File: config.mk
export PLATFORM = sky130hd
export DESIGN_NAME = pwm_capture_flat
export DESIGN_NICKNAME = d
export VERILOG_FILES = /design/src/rtl/pwm_pkg.sv /design/src/rtl/pwm_capture_if.sv /design/src/rtl/pwm_capture_hr_edge_find.sv /design/src/rtl/pwm_capture.sv /design/src/flat_wrapper.sv
export SDC_FILE = /design/constraint.sdc
export NUM_CORES = 1
export LEC_CHECK = 0
export ABC_AREA = 1
export CORE_ASPECT_RATIO = 0.75
export CORE_MARGIN = 5
export CORE_UTILIZATION = 64
export CTS_CLUSTER_SIZE = 12
export DETAILED_ROUTE_END_ITERATION = 16
export GPL_TIMING_DRIVEN = 0
export PLACE_DENSITY = 0.87
export SLEW_MARGIN = 10
export SYNTH_ARGS = -nofsm -noshare
export SYNTH_HDL_FRONTEND = slang
export SYNTH_SLANG_ARGS = --single-unit
export TNS_END_PERCENT = 20
File: constraint.sdc
create_clock -name clk -period 8.34 [get_ports clk]
set_input_delay 2.085 -clock clk [delete_from_list [all_inputs] [get_ports clk]]
set_output_delay 2.085 -clock clk [all_outputs]
set_load 0.05 [all_outputs]
File: src/rtl/pwm_pkg.sv
// Shared types and defaults for the high-resolution PWM capture block.
package pwm_pkg;

    localparam int WIDTH_DEF  = 17;
    localparam int HRBITS_DEF = 3;

    typedef enum logic [1:0] {
        IDLE = 2'd0,
        HIGH = 2'd1,
        LOW  = 2'd2
    } pwm_state_t;

    typedef struct packed {
        logic [WIDTH_DEF-1:0] period;
        logic [WIDTH_DEF-1:0] highTime;
    } cap_result_t;

endpackage

File: src/rtl/pwm_capture_if.sv
// Result channel of pwm_capture: valid/ready handshake carrying period and high time.
interface pwm_capture_if import pwm_pkg::*; #(
    parameter int WIDTH = WIDTH_DEF
) ();

    logic             capValid;
    logic             capReady;
    logic [WIDTH-1:0] period;
    logic [WIDTH-1:0] highTime;

    modport master (output capValid, output period, output highTime, input capReady);
    modport slave  (input capValid, input period, input highTime, output capReady);

endinterface

File: src/rtl/pwm_capture_hr_edge_find.sv
// Finds the lowest edge of one polarity at or after a start index in a sample word.
module hr_edge_find import pwm_pkg::*; #(
    parameter int HRBITS = HRBITS_DEF
) (
    input  logic [(1 << HRBITS):0] word,
    input  logic                   rise,
    input  logic [HRBITS:0]        start,
    output logic                   found,
    output logic [HRBITS-1:0]      index
);

    localparam int N = 1 << HRBITS;

    logic [N-1:0] hit_s;
    logic [N-1:0] cand_s;

    // edge at sample index k compares word bit k (older) with word bit k+1
    always_comb begin
        hit_s = '0;
        if (rise) begin
            hit_s = ~word[N-1:0] & word[N:1];
        end else begin
            hit_s = word[N-1:0] & ~word[N:1];
        end
    end

    assign cand_s = hit_s & ({N{1'b1}} << start);
    assign found  = |cand_s;

    // scan downward so the lowest qualifying index is the one left standing
    always_comb begin
        index = '0;
        for (int k = N - 1; k >= 0; k--) begin
            index = cand_s[k] ? HRBITS'(k) : index;
        end
    end

endmodule

File: src/rtl/pwm_capture.sv
// High-resolution PWM period / high-time capture from deserialized pin samples.
module pwm_capture import pwm_pkg::*; #(
    parameter int WIDTH  = WIDTH_DEF,
    parameter int HRBITS = HRBITS_DEF
) (
    input  logic                     clk,
    input  logic                     rst,
    input  logic [WIDTH-HRBITS-1:0]  tb,
    input  logic [(1 << HRBITS)-1:0] pinD,
    output logic [2:0]               flags,
    input  logic                     clrFlags,
    pwm_capture_if.master            cap
);

    localparam int N   = 1 << HRBITS;
    localparam int TBW = WIDTH - HRBITS;
    localparam int SW  = HRBITS + 1;
    localparam logic [TBW-1:0] STUCK_MAX = {TBW{1'b1}};

    pwm_state_t       state_r;
    logic             prev_msb_r;
    logic [WIDTH-1:0] rise_ts_r;
    logic [WIDTH-1:0] fall_ts_r;
    logic [TBW-1:0]   stuck_cnt_r;
    logic             cap_valid_r;
    logic [WIDTH-1:0] period_r;
    logic [WIDTH-1:0] high_time_r;
    logic [2:0]       flags_r;

    logic [N:0]        word_s;
    logic              first_rise_s;
    logic              found1_s;
    logic              found2_raw_s;
    logic              found2_s;
    logic [HRBITS-1:0] idx1_s;
    logic [HRBITS-1:0] idx2_s;
    logic [SW-1:0]     start2_s;
    logic [SW-1:0]     start3_s;
    logic [WIDTH-1:0]  ts1_s;
    logic [WIDTH-1:0]  ts2_s;
    logic [N-1:0]      edges_s;
    logic              glitch_s;
    logic              done_s;
    logic [WIDTH-1:0]  res_period_s;
    logic [WIDTH-1:0]  res_high_s;
    logic [TBW-1:0]    stuck_inc_s;
    logic              stuck_s;
    logic              accept_s;
    logic              overrun_s;

    assign word_s       = {pinD, prev_msb_r};
    assign first_rise_s = (state_r != HIGH);
    assign start2_s     = {1'b0, idx1_s} + SW'(1);
    assign start3_s     = {1'b0, idx2_s} + SW'(1);
    assign ts1_s        = {tb, idx1_s};
    assign ts2_s        = {tb, idx2_s};
    assign found2_s     = found1_s & found2_raw_s;

    hr_edge_find #(.HRBITS(HRBITS)) u_first_edge (
        .word  (word_s),
        .rise  (first_rise_s),
        .start ({SW{1'b0}}),
        .found (found1_s),
        .index (idx1_s)
    );

    hr_edge_find #(.HRBITS(HRBITS)) u_next_edge (
        .word  (word_s),
        .rise  (~first_rise_s),
        .start (start2_s),
        .found (found2_raw_s),
        .index (idx2_s)
    );

    // anything left after the second consumed edge is a glitch
    assign edges_s  = word_s[N-1:0] ^ word_s[N:1];
    assign glitch_s = found2_s & (|(edges_s & ({N{1'b1}} << start3_s)));

    // a result completes whenever a rise closes a rise-fall-rise sequence
    always_comb begin
        done_s       = 1'b0;
        res_period_s = '0;
        res_high_s   = '0;
        case (state_r)
            HIGH: begin
                if (found2_s) begin
                    done_s       = 1'b1;
                    res_period_s = ts2_s - rise_ts_r;
                    res_high_s   = ts1_s - rise_ts_r;
                end else begin
                    done_s = 1'b0;
                end
            end
            LOW: begin
                if (found1_s) begin
                    done_s       = 1'b1;
                    res_period_s = ts1_s - rise_ts_r;
                    res_high_s   = fall_ts_r - rise_ts_r;
                end else begin
                    done_s = 1'b0;
                end
            end
            default: done_s = 1'b0;
        endcase
    end

    assign stuck_inc_s = stuck_cnt_r + TBW'(1);
    assign stuck_s     = ~found1_s & (stuck_inc_s == STUCK_MAX);
    assign accept_s    = done_s & ~(cap_valid_r & ~cap.capReady);
    assign overrun_s   = done_s & cap_valid_r & ~cap.capReady;

    // measurement FSM: up to two transitions per word, stuck watchdog forces IDLE
    always_ff @(posedge clk or posedge rst) begin
        if (rst) begin
            state_r     <= IDLE;
            prev_msb_r  <= 1'b1;
            rise_ts_r   <= '0;
            fall_ts_r   <= '0;
            stuck_cnt_r <= '0;
        end else begin
            prev_msb_r <= pinD[N-1];
            if (stuck_s) begin
                state_r     <= IDLE;
                stuck_cnt_r <= '0;
            end else begin
                stuck_cnt_r <= found1_s ? '0 : stuck_inc_s;
                case (state_r)
                    IDLE, LOW: begin
                        if (found1_s) begin
                            rise_ts_r <= ts1_s;
                            if (found2_s) begin
                                fall_ts_r <= ts2_s;
                                state_r   <= LOW;
                            end else begin
                                state_r <= HIGH;
                            end
                        end
                    end
                    HIGH: begin
                        if (found1_s) begin
                            fall_ts_r <= ts1_s;
                            if (found2_s) begin
                                rise_ts_r <= ts2_s;
                                state_r   <= HIGH;
                            end else begin
                                state_r <= LOW;
                            end
                        end
                    end
                    default: state_r <= IDLE;
                endcase
            end
        end
    end

    // result register with valid/ready hold, plus sticky flags where set beats clear
    always_ff @(posedge clk or posedge rst) begin
        if (rst) begin
            cap_valid_r <= 1'b0;
            period_r    <= '0;
            high_time_r <= '0;
            flags_r     <= 3'b000;
        end else begin
            if (accept_s) begin
                cap_valid_r <= 1'b1;
                period_r    <= res_period_s;
                high_time_r <= res_high_s;
            end else if (cap_valid_r && cap.capReady) begin
                cap_valid_r <= 1'b0;
            end
            flags_r <= {stuck_s, overrun_s, glitch_s} | (flags_r & {3{~clrFlags}});
        end
    end

    assign cap.capValid = cap_valid_r;
    assign cap.period   = period_r;
    assign cap.highTime = high_time_r;
    assign flags        = flags_r;

endmodule

File: src/flat_wrapper.sv
// flat-port wrapper written by rule: the top's interface ports become plain ports
module pwm_capture_flat import pwm_pkg::*;
#(
    parameter int WIDTH  = WIDTH_DEF,
    parameter int HRBITS = HRBITS_DEF
)
  (clk, rst, tb, pinD, flags, clrFlags, cap_capValid, cap_period, cap_highTime, cap_capReady);
  pwm_capture_if #(.WIDTH(WIDTH)) cap_i ();
  input  logic clk;
  input  logic rst;
  input  logic [WIDTH-HRBITS-1:0] tb;
  input  logic [(1 << HRBITS)-1:0] pinD;
  output logic [2:0] flags;
  input  logic clrFlags;
  output wire logic [$bits(cap_i.capValid)-1:0] cap_capValid;
  output wire logic [$bits(cap_i.period)-1:0] cap_period;
  output wire logic [$bits(cap_i.highTime)-1:0] cap_highTime;
  input wire logic [$bits(cap_i.capReady)-1:0] cap_capReady;
  assign cap_capValid = cap_i.capValid;
  assign cap_period = cap_i.period;
  assign cap_highTime = cap_i.highTime;
  assign cap_i.capReady = cap_capReady;
  pwm_capture #(.WIDTH(WIDTH), .HRBITS(HRBITS)) u_core (.clk(clk), .rst(rst), .tb(tb), .pinD(pinD), .flags(flags), .clrFlags(clrFlags), .cap(cap_i));
endmodule
# After elaboration in Yosys (flattened, before gate mapping)
# Cells that the tools add are included.
[totals] reg_bits=89 in_bits=26 out_inout_bits=38 elab_cells=101
[op_classes] add_sub_neg=6 eq_ne=10 shift=2 muxes=42 n_bitwise=21 n_reduce_logical=11
[op_table] cell="one-hot mux 17 bit (2 select lines)" count=4
[op_table] cell="two-way mux 17 bit" count=7
[op_table] cell="subtractor 17 bit" count=3
[op_table] cell="two-way mux 3 bit" count=16
[op_table] cell="bitwise AND 8 bit" count=4
[op_table] cell="two-way mux 14 bit" count=2
[op_table] cell="OR reduction 8 bit" count=3
[op_table] cell="two-way mux 8 bit" count=2
[op_table] cell="inverter 8 bit" count=2
[op_table] cell="<< shifter 8 x 4 -> 8 bit (first input constant)" count=2
[op_table] cell="adder 14 x 1 -> 14 bit (second input constant)" count=1
[op_table] cell="equality test 14 bit (second input constant)" count=1
[op_table] cell="two-way mux 2 bit" count=5
[op_table] cell="!= test 2 x 1 -> 1 bit (second input constant)" count=5
[op_table] cell="AND reduction 5 bit" count=2
[op_table] cell="adder 3 x 1 -> 4 bit (second input constant)" count=2
[op_table] cell="XOR 8 bit" count=1
[op_table] cell="bitwise AND 1 bit" count=7
[op_table] cell="!= test 3 x 1 -> 1 bit (second input constant)" count=2
[op_table] cell="inverter 1 bit" count=5
[op_table] cell="two-way mux 1 bit" count=4
[op_table] cell="one-hot mux 2 bit (2 select lines)" count=1
[op_table] cell="nonzero test 2 bit" count=2
[op_table] cell="bitwise AND 3 bit" count=1
[op_table] cell="other kinds (8)" count=8

# Longest topological paths before layout
# Gate-level depths: netlist (run 1).
[logic_depth] depth_word=28 ltp_mapped=41 mapped_depth_nobuf=40

# Cells and area by module
# From an unflattened synthesis (run 1), not the netlist that was laid out.
[hier_totals] cells_unflattened=1164 area_unflattened_um2=7484.7
[by_module_without_submodules] module="pwm_capture" instances=1 cells_per_inst=1020 area_each_um2=6854.1 seq_area_each_um2=2228.4
[by_module_without_submodules] module="hr_edge_find" instances=2 cells_per_inst=72 area_each_um2=315.3 seq_area_each_um2=0.0

# Worst setup path after synthesis (run 1)
# No wires, ideal clock.
[synth_path] path_kind="in2reg" start="input port pinD[5]" end="register u_core.period_r[16] (netlist: u_core.cap.period[16])" setup_ps=118 arrival_time_ps=5570 required_time_ps=8222 slack_ps=2652 cell_stages=31 path_buffers=0 cell_sequence="inv_1 -> ha_1 -> inv_1 -> o21ai_0 -> o21ai_1 -> nand2_1 -> nand3_1 -> inv_1 -> ha_1 -> nand3_1 -> nand2_1 -> inv_1 -> nand2_1 -> nand2_1 -> nand2_1 -> nand2_1 -> nand2_1 -> a21boi_0 -> inv_1 -> ha_1 -> inv_1 -> fa_1 -> nand3_1 -> and2_1 -> inv_1 -> a21oi_1 -> o31ai_1 -> xor2_1 -> o22ai_1 -> nand3_1 -> nand2_1"
[synth_via] elab_chain_cells=24 word_cells_on_any_way=36 cone_classes="3 x add/sub; 1 x shift; 23 x mux; 7 x bitwise; 2 x reduce/logical"
[synth_rtl] item="start: declaration" line_no="flat_wrapper.sv:12" text="input logic [(1 << HRBITS)-1:0] pinD;"
[synth_rtl] item="inverter 8 bit" line_no="pwm_capture_hr_edge_find.sv:21" text="hit_s = ~word[N-1:0] & word[N:1];"
[synth_rtl] item="bitwise AND 8 bit" line_no="pwm_capture_hr_edge_find.sv:21"
[synth_rtl] item="two-way mux 8 bit" line_no="pwm_capture_hr_edge_find.sv:20" text="if (rise) begin"
[synth_rtl] item="two-way mux 3 bit (7 in a row)" line_no="pwm_capture_hr_edge_find.sv:34" text="index = cand_s[k] ? HRBITS'(k) : index;"
[synth_rtl] item="adder 3 x 1 -> 4 bit" line_no="pwm_capture.sv:53" text="assign start2_s = {1'b0, idx1_s} + SW'(1);"
[synth_rtl] item="<< shifter 8 x 4 -> 8 bit" line_no="pwm_capture_hr_edge_find.sv:27" text="assign cand_s = hit_s & ({N{1'b1}} << start);"
[synth_rtl] item="bitwise AND 8 bit" line_no="pwm_capture_hr_edge_find.sv:27"
[synth_rtl] item="two-way mux 3 bit (8 in a row)" line_no="pwm_capture_hr_edge_find.sv:34"
[synth_rtl] item="subtractor 17 bit" line_no="pwm_capture.sv:88" text="res_period_s = ts2_s - rise_ts_r;"
[synth_rtl] item="two-way mux 17 bit" line_no="pwm_capture.sv:86" text="if (found2_s) begin"
[synth_rtl] item="one-hot mux 17 bit (2 select lines)" line_no="pwm_capture.sv:84" text="case (state_r)"
[synth_rtl] item="end signal: assignment" line_no="pwm_capture.sv:166" text="period_r <= res_period_s;"
[synth_rtl] item="end: declaration" line_no="pwm_capture.sv:26" text="logic [WIDTH-1:0] period_r;"
# Several ways; a longest one is shown, not always the timed one.
# A chain may end at the register's enable or synchronous reset.

# Worst setup path in the final report (run 1)
# Ends and elaborated chain as after synthesis.

==> impl_metrics.py, run 1 <==
metrics = {
    "outcome": {
        "status": "finished, final reports clean",
    },
    "synth": {
        "seq_area_frac_synth_pct": 31.7,
        "async_flop_share_pct": 100,
        "yosys-top-cells-area": "dfrtp_1 (31%), nand2_1 (15%), ha_1 (11%), inv_1 (8.4%), o21ai_0 (4.3%)",
        "yosys.area.top_type": "dfrtp_1",
        "synth_area_um2": 7020,
        "ys_dominant_reg_cell": "dfrtp_1",
        "yosys.area.top_type_share_pct": 31.4,
        "synthTopCellsByCount": "nand2_1 (282), inv_1 (158), dfrtp_1 (88), ha_1 (61), o21ai_0 (60)",
        "synth_edf_count": 0,
        "ys_types": 42,
        "postSynthAreaPerCell_um2": 7.05,
        "synth.yosys.warnings": 0,
        "syn-num-nets": 1086,
        "yosysMostFrequentCell": "nand2_1",
        "syn_inst": 996,
        "synth_seq_cells": 89,
    },
    "critical_path": {
        "path_common_cell": "nand2_1",
        "critPathSlowestCell": "a21boi_0",
        "end_kind": "flip-flop",
        "crit_path_start": "pinD[5]",
        "crit_fanout": 5,
        "cp.arrival_ns": 7.06,
        "reg2reg_from": "u_core.state_r[1]",
        "slowest_delay_ns": 0.57,
        "critPathLaunchType": "input port",
        "critPathRequiredTime_ns": 8.57,
        "criticalPathCategory": "input port to flip-flop",
    },
    "timing": {
        "period_share_pct": 81.9,
        "skew_ns": 0.00801,
        "setup_violations": 0,
        "maxSlewViolCount": 0,
        "rsz0062_at_grt": "no",
        "max_clock_freq_mhz": 146,
        "relSlewSlack_pct": 48.3,
        "layout_min_cycle_time_ns": 6.83,
        "finalHoldViolCount": 0,
        "fin_tns_setup_ns": 0,
        "tightest_slew_ns": 0.775,
    },
    "placed_design": {
        "place_area_um2": 7860,
        "numPortBuffers": 63,
        "gp_routability_congestion": 0.964,
        "dpl.hpwl_um": 14400,
    },
    "floorplanning": {
        "ios": 64,
        "die_h_um": 101,
        "start_util_pct": 64.9,
        "dieArea_um2": 13200,
        "fp.coreArea_um2": 10800,
        "rows": 33,
        "die_x_um": 131,
    },
    "final_layout": {
        "areaGrowthSynthToFinish_pct": 16.3,
        "fin_area_um2": 8160,
        "fillCellCount": 814,
        "fin_nets": 1161,
        "multi_input_area_um2": 4010,
        "insertedDiodeCount": 0,
        "drive_above_1_share_pct": 5.30,
        "layout.area.seq_um2": 2230,
        "utilization_pct": 75.5,
    },
    "global_route": {
        "gr-usage-met1_pct": 44.5,
        "grt_max_degree": 62,
        "grt_use_met2_pct": 41.2,
        "antenna_found_initial": 0,
        "gr-usage-met3_pct": 4.82,
        "grt_busiest_layer": "met1",
        "gr-total-overflow": 0,
        "grtUsageTotal_pct": 28.5,
        "grt_pass1_wl_um": 29900,
        "grt_pass1_vias": 6076,
    },
    "clock_tree": {
        "worstSkewPairLatency_ns": 0.34,
        "cts.clk_slew.worst_paths_ns": 0.07,
        "htree_levels": 3,
        "cts_hold_buf": 0,
        "clkSinkCount": 89,
        "cts_buffer_depth": 2,
        "postCtsSetupRepairBufs": 0,
        "cts.repair.resized": 0,
        "cts_tree": "yes",
        "root_buffer": "clkbuf_16",
        "cts-buffers-inserted": 9,
    },
    "drt": {
        "drt_wl_total_um": 18200,
        "antenna_left": 0,
        "detail_route.iter0.violations": 759,
        "via_per_inst": 5.57,
        "wl_per_cell_um": 14.9,
        "vias": 6778,
        "dr.pass1.iters": 7,
        "drc": 0,
    },
    "flow_run": {
        "cap_violations": 0,
    },
    "hold_path": {
        "min-delay-start": "u_core.cap.period[14]",
        "hp-class": "flip-flop to flip-flop",
    },
}
==> cell families after synthesis <==
family / Yosys count / synth area share, %
flip-flops: 89 / 31.7
AO/OA/AOI/OAI: 184 / 14.2
AND/OR/NAND/NOR: 426 / 25.7
buffers and inverters: 189 / 11.1
XOR/XNOR: 44 / 5.49
adder cells (fa/ha/maj): 64 / 11.7
==> layout make-up <==
class | count | area share, %
plain buffers | 28 | 2.15
clock inverters | 6 | 0.966
multi-input cells | 718 | 49.1
clock buffers | 10 | 2.81
flip-flops and latches | 89 | 27.3
repair buffers | 64 | 8.06
inverters | 161 | 7.43
well taps | 140 | 2.15
==> path summary, 6_finish.rpt <==
kind | end | slack [ns] | cells after the start
setup / recovery | u_core.cap.period[16] | 1.51 | 32
hold / removal | u_core.cap.period[14] | 0.49 | 2
min in group asynchronous | u_core.flags[1] | 2.09 | 2
hold reg to reg | u_core.cap.period[14] | 0.49 | 2
max in group asynchronous | u_core.prev_msb_r | 5.56 | 3
setup reg to reg | u_core.cap.period[16] | 3.13 | 32
==> layout by cell type, fill, tap and decap left out, types with 34 or more instances in the layout <==
| cell type | netlist | final |
|---|---|---|
| clkdlybuf4s50_1 | 0 | 63 |
| dfrtp_1 | 88 | 88 |
| o21ai_1 | 34 | 34 |
| nor2_1 | 41 | 41 |
| inv_1 | 158 | 157 |
| o21ai_0 | 60 | 60 |
| nand2_1 | 282 | 282 |
| ha_1 | 61 | 61 |
| a21oi_1 | 50 | 50 |
| nand3_1 | 59 | 59 |
==> state kept, by name, summed over array words and instances (netlist names) <==
name and count:
u_core.cap.highTime 17, u_core.stuck_cnt_r 14, u_core.cap.capValid 1, u_core.cap.period 17, u_core.state_r 2, u_core.prev_msb_r 1
u_core.flags 3, u_core.rise_ts_r 17, u_core.fall_ts_r 17
==> per-stage QoR <==
stage,std cells,hold slack (ns),setup WS [ns]
2_1_floorplan,996,0.449,2.65
3_3_place_gp,1199,0.464,1.37
3_5_place_dp,1200,0.467,1.31
4_1_cts,1216,0.486,1.65
5_1_grt,1216,0.510,1.01
6_report,1216,0.487,1.51
==> routing by layer <==
metal	wire (µm)	share of wire [%]
met4	237	1.3
met2	7470	41
met3	1670	9.2
met1	8790	48
met5	0	0
==> worst max-delay path: cells and delay by family <==
family / cells / cell delay, ns
AOI/OAI and AO/OA: 6 / 1.45
buffers and inverters: 8 / 1.15
adders and majority gates: 4 / 0.98
xor gates and xnor gates: 1 / 0.17
and+or+nand+nor: 13 / 1.21
Power of run 1 is left out: the tool's default activity adds up to more than one toggle a clock period on the data nets, which glitch-free logic cannot reach.
==> run 2, diff against run 1 <==
--- a/config.mk
+++ b/config.mk
@@ -8,11 +8,11 @@
 export ABC_AREA = 1
 export CORE_ASPECT_RATIO = 0.75
 export CORE_MARGIN = 5
-export CORE_UTILIZATION = 64
+export CORE_UTILIZATION = 53
 export CTS_CLUSTER_SIZE = 12
 export DETAILED_ROUTE_END_ITERATION = 16
 export GPL_TIMING_DRIVEN = 0
-export PLACE_DENSITY = 0.87
+export PLACE_DENSITY = 0.77
 export SLEW_MARGIN = 10
 export SYNTH_ARGS = -nofsm -noshare
 export SYNTH_HDL_FRONTEND = slang
==> constraint.sdc (replaced) <==
create_clock -name clk -period 6.1 [get_ports clk]
set_input_delay 1.525 -clock clk [delete_from_list [all_inputs] [get_ports clk]]
set_output_delay 1.525 -clock clk [all_outputs]
set_load 0.05 [all_outputs]
==> run 2 against run 1 <==
  * Critical path depth down 6
  * Routed wire length down 1.9%
  * Non-clock buffer count unchanged
  * First-iteration DRC count down 14%
==> impl_metrics.py, run 2 (same netlist as run 1, synthesis figures left out) <==
metrics = {
    "final_layout": {
        "insertedDiodeCount": 0,
        "drive_above_1_share_pct": 6.04,
        "final_common_cell": "nand2_1",
        "areaGrowthSynthToFinish_pct": 17.3,
        "instances_no_fill": 1247,
        "fin_nets": 1161,
        "fin_area_um2": 8240,
        "final_cell_mix": "nand2_1 (282), inv_1 (156), dfrtp_1 (88)",
    },
    "critical_path": {
        "r2r_slack_ns": 1.37,
        "reg2reg_from": "u_core.state_r[1]",
        "critPathCapture": "u_core.cap.period[9]",
        "crit_path_start": "pinD[5]",
        "criticalPathCategory": "input port to flip-flop",
        "cp.arrival_ns": 6.06,
        "end_kind": "flip-flop",
        "reg2regPathDepth": 26,
        "r2r-end": "u_core.cap.period[9]",
        "crit_fanout": 5,
        "critPathLaunchType": "input port",
        "critPathRequiredTime_ns": 6.38,
    },
    "timing": {
        "period_share_pct": 94.9,
        "max_clock_freq_mhz": 173,
        "skew_ns": 0.00884,
        "layout_min_cycle_time_ns": 5.79,
        "rsz0062_at_grt": "yes",
        "finalHoldViolCount": 0,
        "setup_violations": 0,
        "relSlewSlack_pct": 65.6,
        "maxSlewViolCount": 0,
        "fin_tns_setup_ns": 0,
        "tightest_slew_ns": 0.515,
    },
    "floorplanning": {
        "fp.coreArea_um2": 13000,
        "start_util_pct": 54.1,
        "die_x_um": 143,
        "dieArea_um2": 15700,
        "rows": 36,
        "ios": 64,
        "die_h_um": 110,
    },
    "clock_tree": {
        "root_buffer": "clkbuf_16",
        "cts.clk_slew.worst_paths_ns": 0.07,
        "cts_tree": "yes",
        "clkSinkCount": 89,
        "htree_levels": 3,
        "worstSkewPairLatency_ns": 0.35,
        "cts-buffers-inserted": 9,
        "cts_hold_buf": 0,
        "cts_buffer_depth": 2,
        "postCtsSetupRepairBufs": 0,
    },
    "global_route": {
        "antenna_found_initial": 0,
        "gr-usage-met1_pct": 39.1,
        "grt_use_met2_pct": 31.2,
        "gr-usage-met3_pct": 4.00,
        "grt_pass1_wl_um": 29400,
        "gr-total-overflow": 0,
        "grtUsageTotal_pct": 23.4,
        "grt_busiest_layer": "met1",
        "grt_pass1_vias": 5760,
        "grt_max_degree": 59,
    },
    "placed_design": {
        "dpl.hpwl_um": 14200,
        "dp.cells": 1231,
        "gp_routability_congestion": 0.934,
        "numPortBuffers": 63,
        "place_area_um2": 7890,
    },
    "pwr": {
        "vdd_drop_max_uv": 298,
        "pwr_density_cell_nw_per_um2": 625,
        "cellLeakagePower_nw": 4.25,
    },
    "flow_run": {
        "cap_violations": 0,
    },
    "outcome": {
        "status": "finished, final reports clean",
    },
    "drt": {
        "drt_wl_total_um": 17800,
        "detail_route.iter0.violations": 651,
        "via_per_inst": 5.27,
        "antenna_left": 0,
        "drc": 0,
        "vias": 6577,
        "dr.pass1.iters": 6,
        "wl_per_cell_um": 14.3,
    },
    "hold_path": {
        "hp-class": "flip-flop to flip-flop",
        "min-delay-start": "u_core.cap.period[12]",
    },
}
[run 2: per-layer routing]
metal	share of wire (%)	wire length (µm)	vias to the layer above
li1	-	-	3359
met4	0.80	142	0
met2	38	6810	239
met1	52	9340	2963
met3	8.6	1540	16
met5	0	0	-
[run 2: timing repair]
item,CTS,global route
resized for setup,1,11
gates cloned,0,0
endpoints found under the setup margin,2,9
[run 2: report_power, final]
part / internal [mW] / leakage, nW / total, mW / switching (mW)
sequential: 0.805 / 1.15 / 0.937 / 0.132
clock: 0.324 / 0.142 / 0.580 / 0.256
combinational: 1.25 / 2.96 / 3.63 / 2.37
total: 2.38 / 4.25 / 5.14 / 2.76
[run 2: worst min path at each step]
stage,to,depth (start not counted),slack [ns]
2_1_floorplan,u_core.rise_ts_r[1],2,0.45
3_3_place_gp,u_core.cap.period[3],2,0.46
3_5_place_dp,u_core.cap.period[12],2,0.47
4_1_cts,u_core.cap.period[12],2,0.49
5_1_grt,u_core.cap.period[12],2,0.50
6_report,u_core.cap.period[12],2,0.48
[run 2: worst max-delay path, stage by stage]
cell	delay (ns)
clkdlybuf4s50_1	0.53
inv_1	0.08
ha_1	0.22
inv_1	0.07
o21ai_0	0.12
o21ai_2	0.20
nand2_1	0.08
nand3_1	0.15
inv_2	0.10
ha_1	0.34
a211oi_1	0.25
nand3_1	0.21
nand2_1	0.21
nor2_4	0.06
nand2_1	0.17
inv_1	0.07
ha_1	0.34
a21oi_1	0.14
and2_1	0.20
inv_1	0.09
a21oi_2	0.21
o21ai_0	0.12
xor2_1	0.17
o21ai_0	0.21
nand2_1	0.10
o21ai_1	0.12
[run 2: per-stage QoR]
| stage | setup WS (ns) | hold slack [ns] | utilization (%) | power, mW |
|---|---|---|---|---|
| global placement | -0.354 | 0.464 | 60.6 | 4.41 |
| floorplan | 0.972 | 0.449 | - | 3.56 |
| global route | -0.0330 | 0.505 | 63.5 | 5.59 |
| detailed placement | -0.377 | 0.470 | 60.9 | 4.46 |
| finish | 0.311 | 0.482 | 63.5 | 5.14 |
| CTS | 0.186 | 0.486 | 63.2 | 5.07 |
[run 2: final cells by class]
class / count / area, µm²
fill: 1181 / 4740
inverter: 161 / 607
timing repair buffer: 64 / 661
tap: 171 / 214
multi-input combinational: 718 / 4040
buffer: 28 / 175
sequential: 89 / 2230
clock inverter: 6 / 78.8
clock buffer: 10 / 229
Note: power is estimated with default switching activity, not from simulation.
==> run 3, diff against run 2 <==
--- a/config.mk
+++ b/config.mk
@@ -6,13 +6,15 @@
 export NUM_CORES = 1
 export LEC_CHECK = 0
 export ABC_AREA = 1
+export CELL_PAD_IN_SITES_DETAIL_PLACEMENT = 1
+export CELL_PAD_IN_SITES_GLOBAL_PLACEMENT = 1
 export CORE_ASPECT_RATIO = 0.75
 export CORE_MARGIN = 5
-export CORE_UTILIZATION = 53
+export CORE_UTILIZATION = 39
 export CTS_CLUSTER_SIZE = 12
 export DETAILED_ROUTE_END_ITERATION = 16
 export GPL_TIMING_DRIVEN = 0
-export PLACE_DENSITY = 0.77
+export PLACE_DENSITY_LB_ADDON = 0.1
 export SLEW_MARGIN = 10
 export SYNTH_ARGS = -nofsm -noshare
 export SYNTH_HDL_FRONTEND = slang
==> run 3 against run 2 <==
  * Critical path depth is the same
  * Highest routed layer unchanged
  * Worst hold slack lost 0.0019 ns
  * Sequential power grew 1%
  * Critical path type unchanged
  * Clock skew grew 0.0094 ns
  * Non-clock buffer count grew 2
==> impl_metrics.py, run 3 (same netlist as run 1, synthesis figures left out) <==
metrics = {
    "global_route": {
        "gr-usage-met1_pct": 35.2,
        "grt_pass1_vias": 6530,
        "gr-total-overflow": 0,
        "grt_use_met2_pct": 28.8,
        "grt_pass1_wl_um": 35000,
        "grt_busiest_layer": "met1",
        "grt_max_degree": 62,
        "grtUsageTotal_pct": 21.2,
        "antenna_found_initial": 0,
        "gr-usage-met3_pct": 3.14,
    },
    "floorplanning": {
        "rows": 42,
        "start_util_pct": 39.8,
        "die_x_um": 165,
        "dieArea_um2": 20800,
        "fp.coreArea_um2": 17700,
        "die_h_um": 126,
        "ios": 64,
    },
    "clock_tree": {
        "htree_levels": 3,
        "cts_hold_buf": 0,
        "root_buffer": "clkbuf_16",
        "worstSkewPairLatency_ns": 0.37,
        "clkSinkCount": 89,
        "cts_buffer_depth": 2,
        "cts-buffers-inserted": 9,
        "cts_tree": "yes",
        "cts.clk_slew.worst_paths_ns": 0.07,
    },
    "drt": {
        "detail_route.iter0.violations": 342,
        "drc": 0,
        "dr.pass1.iters": 5,
        "wl_per_cell_um": 16.3,
        "antenna_left": 0,
        "drt_wl_total_um": 21500,
        "vias": 6582,
        "via_per_inst": 4.99,
    },
    "pwr": {
        "p_int_mw": 2.40,
        "seqPwrFrac_pct": 17.9,
        "switching_share_pct": 54.7,
        "power_mw": 5.31,
        "pwr_density_cell_nw_per_um2": 636,
        "p_sw_mw": 2.91,
        "combPwrFrac_pct": 71.0,
        "clock_power_share_pct": 11.1,
        "cellLeakagePower_nw": 4.26,
        "vdd_drop_max_uv": 202,
    },
    "timing": {
        "maxSlewViolCount": 0,
        "fin_hold_ws_ns": 0.480,
        "setup_violations": 0,
        "finalHoldViolCount": 0,
        "fin_tns_setup_ns": 0,
        "skew_ns": 0.0182,
        "tightest_slew_ns": 0.526,
        "rsz0062_at_grt": "yes",
        "max_clock_freq_mhz": 171,
        "setup_ws_ns": 0.252,
        "layout_min_cycle_time_ns": 5.85,
        "period_share_pct": 95.9,
        "relSlewSlack_pct": 64.9,
    },
    "final_layout": {
        "instances_no_fill": 1320,
        "layout.area.seq_um2": 2230,
        "drive_above_1_share_pct": 6.40,
        "insertedDiodeCount": 0,
        "areaGrowthSynthToFinish_pct": 18.9,
        "utilization_pct": 47.3,
        "multi_input_area_um2": 4050,
        "fin_nets": 1163,
        "final_cell_mix": "nand2_1 (281), inv_1 (156), dfrtp_1 (88)",
        "final_common_cell": "nand2_1",
        "fillCellCount": 2299,
        "fin_area_um2": 8350,
    },
    "placed_design": {
        "gp_routability_congestion": 0.869,
        "post-place-ws_ns": -0.619,
        "dp.cells": 1302,
        "dpl.hpwl_um": 17600,
        "place_area_um2": 7980,
        "numPortBuffers": 63,
    },
    "critical_path": {
        "critPathLaunchType": "input port",
        "critPathRequiredTime_ns": 6.39,
        "cp.arrival_ns": 6.14,
        "criticalPathCategory": "input port to flip-flop",
        "slowest_delay_ns": 0.54,
        "r2r_slack_ns": 1.33,
        "end_kind": "flip-flop",
        "cpLargestDelayFamily": "compound AO/OA/AOI/OAI gates",
        "critPathSlowestCell": "clkdlybuf4s50_1",
        "path_buf_inv": 6,
        "crit_fanout": 5,
    },
    "outcome": {
        "status": "finished, final reports clean",
    },
    "hold_path": {
        "hp-class": "flip-flop to flip-flop",
    },
    "flow_run": {
        "cap_violations": 0,
    },
}
## run 3: changes by cell type in the layout (fill, tap and decap cells not counted)
cell,change
dlymetal6s2s_1,-1
nor2_1,+1
fa_1,-1
o21ai_0,-1
buf_4,+2
clkdlybuf4s50_1,+1
o31ai_2,+1
o21ai_1,+1
fa_2,+1
nor2_2,-1
nand2_2,+1
o31ai_1,-1
nand2_1,-1
## run 3: final cells by class
type                            instances  area share (%)
Clock inverter                          6           0.945
Buffer                                 28            2.10
Multi-Input combinational cell        718            48.5
Timing Repair Buffer                   66            8.07
Sequential cell                        89            26.7
Inverter                              161            7.27
Tap cell                              242            3.63
Clock buffer                           10            2.74
## run 3: worst min-delay path: stages, from the launching register on
cell and delay, ns:
dfrtp_1 0.34, nand2_1 0.05, nand2_1 0.05
## run 3: repair_timing
item                                    CTS  global route
gates resized for setup                   2            12
buffers inserted                          0             2
endpoints found under the setup margin    8            11
pin swaps                                 0             1
## run 3: power by group through the flow
stage                     clock, mW  sequential, mW  combinational (mW)
final                         0.591           0.949                3.77
after CTS                     0.604           0.950                3.69
after detailed placement          0           0.956                3.66
after global routing          0.627           0.975                4.19
after global placement            0           0.942                3.59
after floorplan                   0            1.21                2.34
## run 3: worst paths after layout
check | from | to | cells past startpoint
min in group asynchronous | rst | u_core.flags[1] | 2
max reg2reg | u_core.state_r[1] | u_core.cap.period[9] | 26
max | pinD[1] | u_core.cap.period[9] | 26
max in group asynchronous | rst | u_core.prev_msb_r | 3
min | u_core.flags[2] | u_core.flags[2] | 2
min reg2reg | u_core.flags[2] | u_core.flags[2] | 2
## run 3: metal layers
metal / wire length (µm) / vias to the layer above
met4: 153 / 0
met2: 8210 / 99
li1: - / 3353
met5: 0 / -
met3: 867 / 13
met1: 12200 / 3117
